`config.mk`:
```
export PLATFORM = sky130hd
export DESIGN_NAME = shift_rotate_iter
export DESIGN_NICKNAME = d
export VERILOG_FILES = /design/src/rtl/shift_pkg.sv /design/src/rtl/shift_step.sv /design/src/rtl/shift_rotate_iter.sv
export SDC_FILE = /design/constraint.sdc
export NUM_CORES = 1
export LEC_CHECK = 0
export CAP_MARGIN = 20
export CORE_MARGIN = 5
export CORE_UTILIZATION = 33
export CTS_BUF_LIST = sky130_fd_sc_hd__clkbuf_8
export DETAILED_ROUTE_END_ITERATION = 6
export PLACE_DENSITY = 0.66
export SLEW_MARGIN = 10
export SYNTH_ARGS = -nofsm -noshare
export SYNTH_HDL_FRONTEND = slang
export SYNTH_SLANG_ARGS = --single-unit
export TNS_END_PERCENT = 30
```
`constraint.sdc`:
```
create_clock -name clk -period 2.95 [get_ports clk]
set_input_delay 0.7375 -clock clk [delete_from_list [all_inputs] [get_ports clk]]
set_output_delay 0.7375 -clock clk [all_outputs]
set_load 0.005 [all_outputs]
```
`src/rtl/shift_pkg.sv`:
```
`default_nettype none
// ============================================================================
// Module   : shift_pkg
// Purpose  : Op codes and FSM state encoding shared by the iterative shifter.
// Revision : 1.0 - initial release
// ============================================================================
package shift_pkg;

  typedef logic [2:0] op_t;

  localparam op_t OP_SHL = 3'd0;
  localparam op_t OP_SHR = 3'd1;
  localparam op_t OP_SAR = 3'd2;
  localparam op_t OP_ROL = 3'd3;
  localparam op_t OP_ROR = 3'd4;

  typedef enum logic [1:0] {
    ST_IDLE = 2'd0,
    ST_RUN  = 2'd1,
    ST_DONE = 2'd2
  } state_t;

endpackage
`default_nettype wire

```
`src/rtl/shift_step.sv`:
```
`default_nettype none
// ============================================================================
// Module   : shift_step
// Purpose  : Combinational single step: apply op by k (1..STEP) positions.
// Revision : 1.0 - initial release
// ============================================================================
module shift_step
  import shift_pkg::*;
#(
  parameter int WIDTH = 16,
  parameter int STEP  = 1,
  parameter int KW    = $clog2(STEP + 1)
) (
  input  logic [2:0]       op,
  input  logic [KW-1:0]    k,
  input  logic [WIDTH-1:0] din,
  output logic [WIDTH-1:0] dout,
  output logic             carry
);

  localparam int SW = $clog2(WIDTH) + 1;
  localparam logic [SW-1:0] c_width = SW'(WIDTH);

  logic [SW-1:0]    w_kx;
  logic [SW-1:0]    w_inv;
  logic [WIDTH:0]   w_ext_l;
  logic [WIDTH:0]   w_ext_r;
  logic [WIDTH:0]   w_ext_a;
  logic [WIDTH-1:0] w_rol;
  logic [WIDTH-1:0] w_ror;

  // One guard bit beyond the operand catches the last bit pushed out.
  always_comb begin
    w_kx    = SW'(k);
    w_inv   = c_width - w_kx;
    w_ext_l = {1'b0, din} << w_kx;
    w_ext_r = {din, 1'b0} >> w_kx;
    w_ext_a = $unsigned($signed({din, 1'b0}) >>> w_kx);
    w_rol   = (din << w_kx) | (din >> w_inv);
    w_ror   = (din >> w_kx) | (din << w_inv);
  end

  always_comb begin
    dout  = din;
    carry = 1'b0;
    case (op)
      OP_SHL: begin dout = w_ext_l[WIDTH-1:0]; carry = w_ext_l[WIDTH]; end
      OP_SHR: begin dout = w_ext_r[WIDTH:1];   carry = w_ext_r[0];     end
      OP_SAR: begin dout = w_ext_a[WIDTH:1];   carry = w_ext_a[0];     end
      OP_ROL: begin dout = w_rol;              carry = w_rol[0];       end
      OP_ROR: begin dout = w_ror;              carry = w_ror[WIDTH-1]; end
      default: begin dout = din; carry = 1'b0; end
    endcase
  end

endmodule
`default_nettype wire

```
`src/rtl/shift_rotate_iter.sv`:
```
`default_nettype none
// ============================================================================
// Module   : shift_rotate_iter
// Purpose  : Iterative shift/rotate unit, up to STEP bits per clock.
// Revision : 1.0 - initial release
// ============================================================================
module shift_rotate_iter
  import shift_pkg::*;
#(
  parameter int WIDTH   = 16,
  parameter int STEP    = 1,
  parameter int SHAMT_W = $clog2(WIDTH)
) (
  input  logic               clk,
  input  logic               reset,
  input  logic               in_valid,
  output logic               in_ready,
  input  logic [2:0]         op,
  input  logic [SHAMT_W-1:0] shamt,
  input  logic [WIDTH-1:0]   din,
  output logic               out_valid,
  input  logic               out_ready,
  output logic [WIDTH-1:0]   dout,
  output logic               carry
);

  localparam int KW = $clog2(STEP + 1);
  localparam logic [SHAMT_W:0] c_step = (SHAMT_W + 1)'(STEP);

  state_t             r_state;
  state_t             w_next;
  logic [2:0]         r_op;
  logic [WIDTH-1:0]   r_work;
  logic               r_carry;
  logic [SHAMT_W-1:0] r_rem;
  logic [KW-1:0]      w_k;
  logic [SHAMT_W-1:0] w_k_rem;
  logic [WIDTH-1:0]   w_step_out;
  logic               w_step_carry;
  logic               w_accept;

  always_comb begin
    if ({1'b0, r_rem} >= c_step) begin
      w_k = KW'(STEP);
    end else begin
      w_k = KW'(r_rem);
    end
    w_k_rem = SHAMT_W'(w_k);
  end

  shift_step #(
    .WIDTH (WIDTH),
    .STEP  (STEP),
    .KW    (KW)
  ) u_step (
    .op    (r_op),
    .k     (w_k),
    .din   (r_work),
    .dout  (w_step_out),
    .carry (w_step_carry)
  );

  always_ff @(posedge clk or negedge reset) begin
    if (!reset) begin
      r_state <= ST_IDLE;
    end else begin
      r_state <= w_next;
    end
  end

  always_comb begin
    w_next    = r_state;
    in_ready  = 1'b0;
    out_valid = 1'b0;
    w_accept  = 1'b0;
    case (r_state)
      ST_IDLE: begin
        in_ready = 1'b1;
        w_accept = in_valid;
        if (in_valid) begin
          w_next = ((shamt == '0) || (op > OP_ROR)) ? ST_DONE : ST_RUN;
        end
      end
      ST_RUN: begin
        if (r_rem == w_k_rem) begin
          w_next = ST_DONE;
        end
      end
      ST_DONE: begin
        out_valid = 1'b1;
        if (out_ready) begin
          w_next = ST_IDLE;
        end
      end
      default: w_next = ST_IDLE;
    endcase
  end

  always_ff @(posedge clk or negedge reset) begin
    if (!reset) begin
      r_op    <= '0;
      r_work  <= '0;
      r_carry <= 1'b0;
      r_rem   <= '0;
    end else if (w_accept) begin
      r_op    <= op;
      r_work  <= din;
      r_carry <= 1'b0;
      r_rem   <= shamt;
    end else if (r_state == ST_RUN) begin
      r_work  <= w_step_out;
      r_carry <= w_step_carry;
      r_rem   <= r_rem - w_k_rem;
    end
  end

  assign dout  = r_work;
  assign carry = r_carry;

endmodule
`default_nettype wire

```
==> flow_summary.yaml <==
clock_network:
  postCtsHoldBufs: 0
  cts_sinks: 26
  cts_resized: 0
  cts-root-buf: "clkbuf_8"
  clock_latency_ns: 0.27
  cts_tree: "done"
  post_cts_buffers: 0
  cts.clk_slew.worst_paths_ns: 0.09
  cts_buffers: 3
  htreeDepth: 1
  clock_path_buffers: 2
cells_and_area:
  antenna_cells: 0
  drive_above_1_share_pct: 5.43
  syn2layout_area_growth_pct: 32.1
  nNetsFinal: 250
run_status:
  status: "finished clean"
global_routing:
  track_usage_pct: 13.3
  use_met2_pct: 20.5
  antenna_found_initial: 0
  grt_max_degree: 31
  overflow: 0
  grt_pass1_vias: 1405
  busiest_layer: "met2"
  grt_first_pass_wirelength_um: 6930
  met3_usage_pct: 1.33
  grtUsageMet1_pct: 19.4
job:
  cap_violations: 0
logic_synthesis:
  yosysMostFrequentCell: "nand2_1"
  synth-edff-count: 0
  synth_warnings: 0
  synth_area_leader_cell: "dfrtp_1"
  ys_ff_latch: 26
  async_flop_share_pct: 100
  syn-instance-count: 181
  synthTopCellsByCount: "30 x nand2_1, 26 x dfrtp_1, 17 x mux2i_1, 16 x nand3_1, 16 x o211ai_1"
  ys_types: 42
  synth_nets: 209
  syn_avg_cell_area_um2: 9.15
  synth_seq_area_share_pct: 39.3
  synthTopCellsByArea: "dfrtp_1 39%, mux2i_1 10%, o211ai_1 7.3%, nand2_1 6.8%, nand3_1 4.8%"
  synth_area_um2: 1660
  synthFlopType: "dfrtp_1"
  yosysTopAreaCellShare_pct: 39.3
power:
  leakage_nw: 0.885
  power_density_nw_per_um2: 1080
  p_total_mw: 2.36
  ir_drop_mv: 0.419
sta:
  max_freq_mhz: 421
  final.setup_skew_ns: 0.00877
  drv_slew: 0
  post-route-period-util_pct: 80.5
  tightest_slew_ns: 0.674
  setup_viol: 0
  period_minus_slack_ns: 2.37
  hold_viol: 0
  fin_setup_tns_ns: 0
  rsz0062_at_grt: "false"
  relSlewSlack_pct: 54.6
placement:
  hpwl_um: 2990
  finalWeightedCongestion: 0.802
  io_buffers: 45
setup_path:
  max_stage_delay_ns: 0.56
  arrival_ns: 1.64
  path_max_fanout: 14
  critPathBufInv: 1
  cp-end-kind: "primary output"
  crit_chain: "nor2_1, clkdlybuf4s50_1"
  required_ns: 2.21
  startpoint: "r_state[0]"
  cp_slowest_cell: "clkdlybuf4s50_1"
  start_kind: "flip-flop"
  critical-path-top-delay-family: "buffers and inverters"
  path_class: "flip-flop to primary output"
  r2r_start: "r_state[0]"
drt:
  wl_per_cell_um: 14.3
  avgViaCountPerCell: 5.20
  drc: 0
  routed_wl_um: 4130
  vias: 1499
  dr.first_iter.drc_count: 153
  postRouteAntennaNets: 0
  dr.pass1.iters: 4
hold_path:
  hp-class: "flip-flop to flip-flop"
  worstHoldStart: "carry"
die:
  die_area_um2: 6540
  core_area_um2: 4790
  fp-row-count: 25
  die_height_um: 80.9
  io-pin-count: 46
  start_util_pct: 34.6
  die_x_um: 80.9
[placed cells by master, fill, tap and decap left out, drive strengths merged, types with 2 or more instances in the layout]
cell type	instances
clkdlybuf4s50	45
nand2	30
dfrtp	26
mux2i	17
nand3	17
o211ai	16
nor2b	9
o21ai	8
a21oi	6
nor2	5
a31oi	5
inv	4
clkbuf	3
buf	3
nor3b	3
or4	2
nand2b	2
[report_power, final]
part           internal [mW]  switching [mW]
clock                  0.182           0.118
sequential             0.527           0.289
combinational          0.682           0.563
total                   1.39           0.970
[cell families (layout without fill, tap and decap cells)]
group / count (synthesis) / in the layout / synth area share, %
DFF: 26 / 26 / 39.3
muxes: 17 / 17 / 10.3
and+or+nand+nor: 72 / 72 / 21.5
adders and majority gates: 1 / 1 / 0.755
xor gates and xnor gates: 1 / 1 / 0.529
buffers and inverters: 16 / 56 / 6.72
AOI/OAI and AO/OA: 48 / 48 / 20.9
[through the flow]
step / hold slack (ns) / util [%] / cell area (µm²) / instances / worst slack (ns)
floorplan: 0.442 / - / 1660 / 181 / 1.31
global placement: 0.524 / 44.2 / 2120 / 284 / 0.647
detailed placement: 0.526 / 44.2 / 2120 / 284 / 0.601
CTS: 0.550 / 45.7 / 2190 / 288 / 0.562
global route: 0.580 / 45.7 / 2190 / 288 / 0.479
finish: 0.547 / 45.7 / 2190 / 288 / 0.576
[path summary, 6_finish.rpt]
| kind | slack, ns | to | cells after the start |
|---|---|---|---|
| max | 0.58 | in_ready | 2 |
| min | 0.55 | carry | 1 |
| max reg2reg | 1.02 | dout[0] | 4 |
| min reg2reg | 0.55 | carry | 1 |
| max in group asynchronous | 1.86 | carry | 2 |
| min in group asynchronous | 0.83 | dout[12] | 2 |
[metal layers]
metal	up-vias	part of all wire, %	routed length [µm]
met4	0	0.97	40
met3	2	4.0	164
met5	-	0	0
li1	747	-	-
met1	717	48	1970
met2	33	47	1950
[layout make-up]
class,count,area (µm²)
clock buffer,3,41.3
timing repair buffer,48,473
tap,67,83.8
fill,468,2600
multi-input combinational,139,895
inverter,4,15.0
sequential,26,651
clock inverter,1,30.0
[flip-flops by register name, summed over array words and instances, names as in the netlist]
name and flops:
dout 16, r_rem 4, r_op 3, r_state 2, carry 1
[worst register-to-register path: cells and delay by family, from the launching register on]
| family | cells | cell delay, ns |
|---|---|---|
| and+or+nand+nor | 2 | 0.82 |
| AOI/OAI and AO/OA | 2 | 0.42 |
| DFF | 1 | 0.60 |
(Power assumes the default switching activity.)
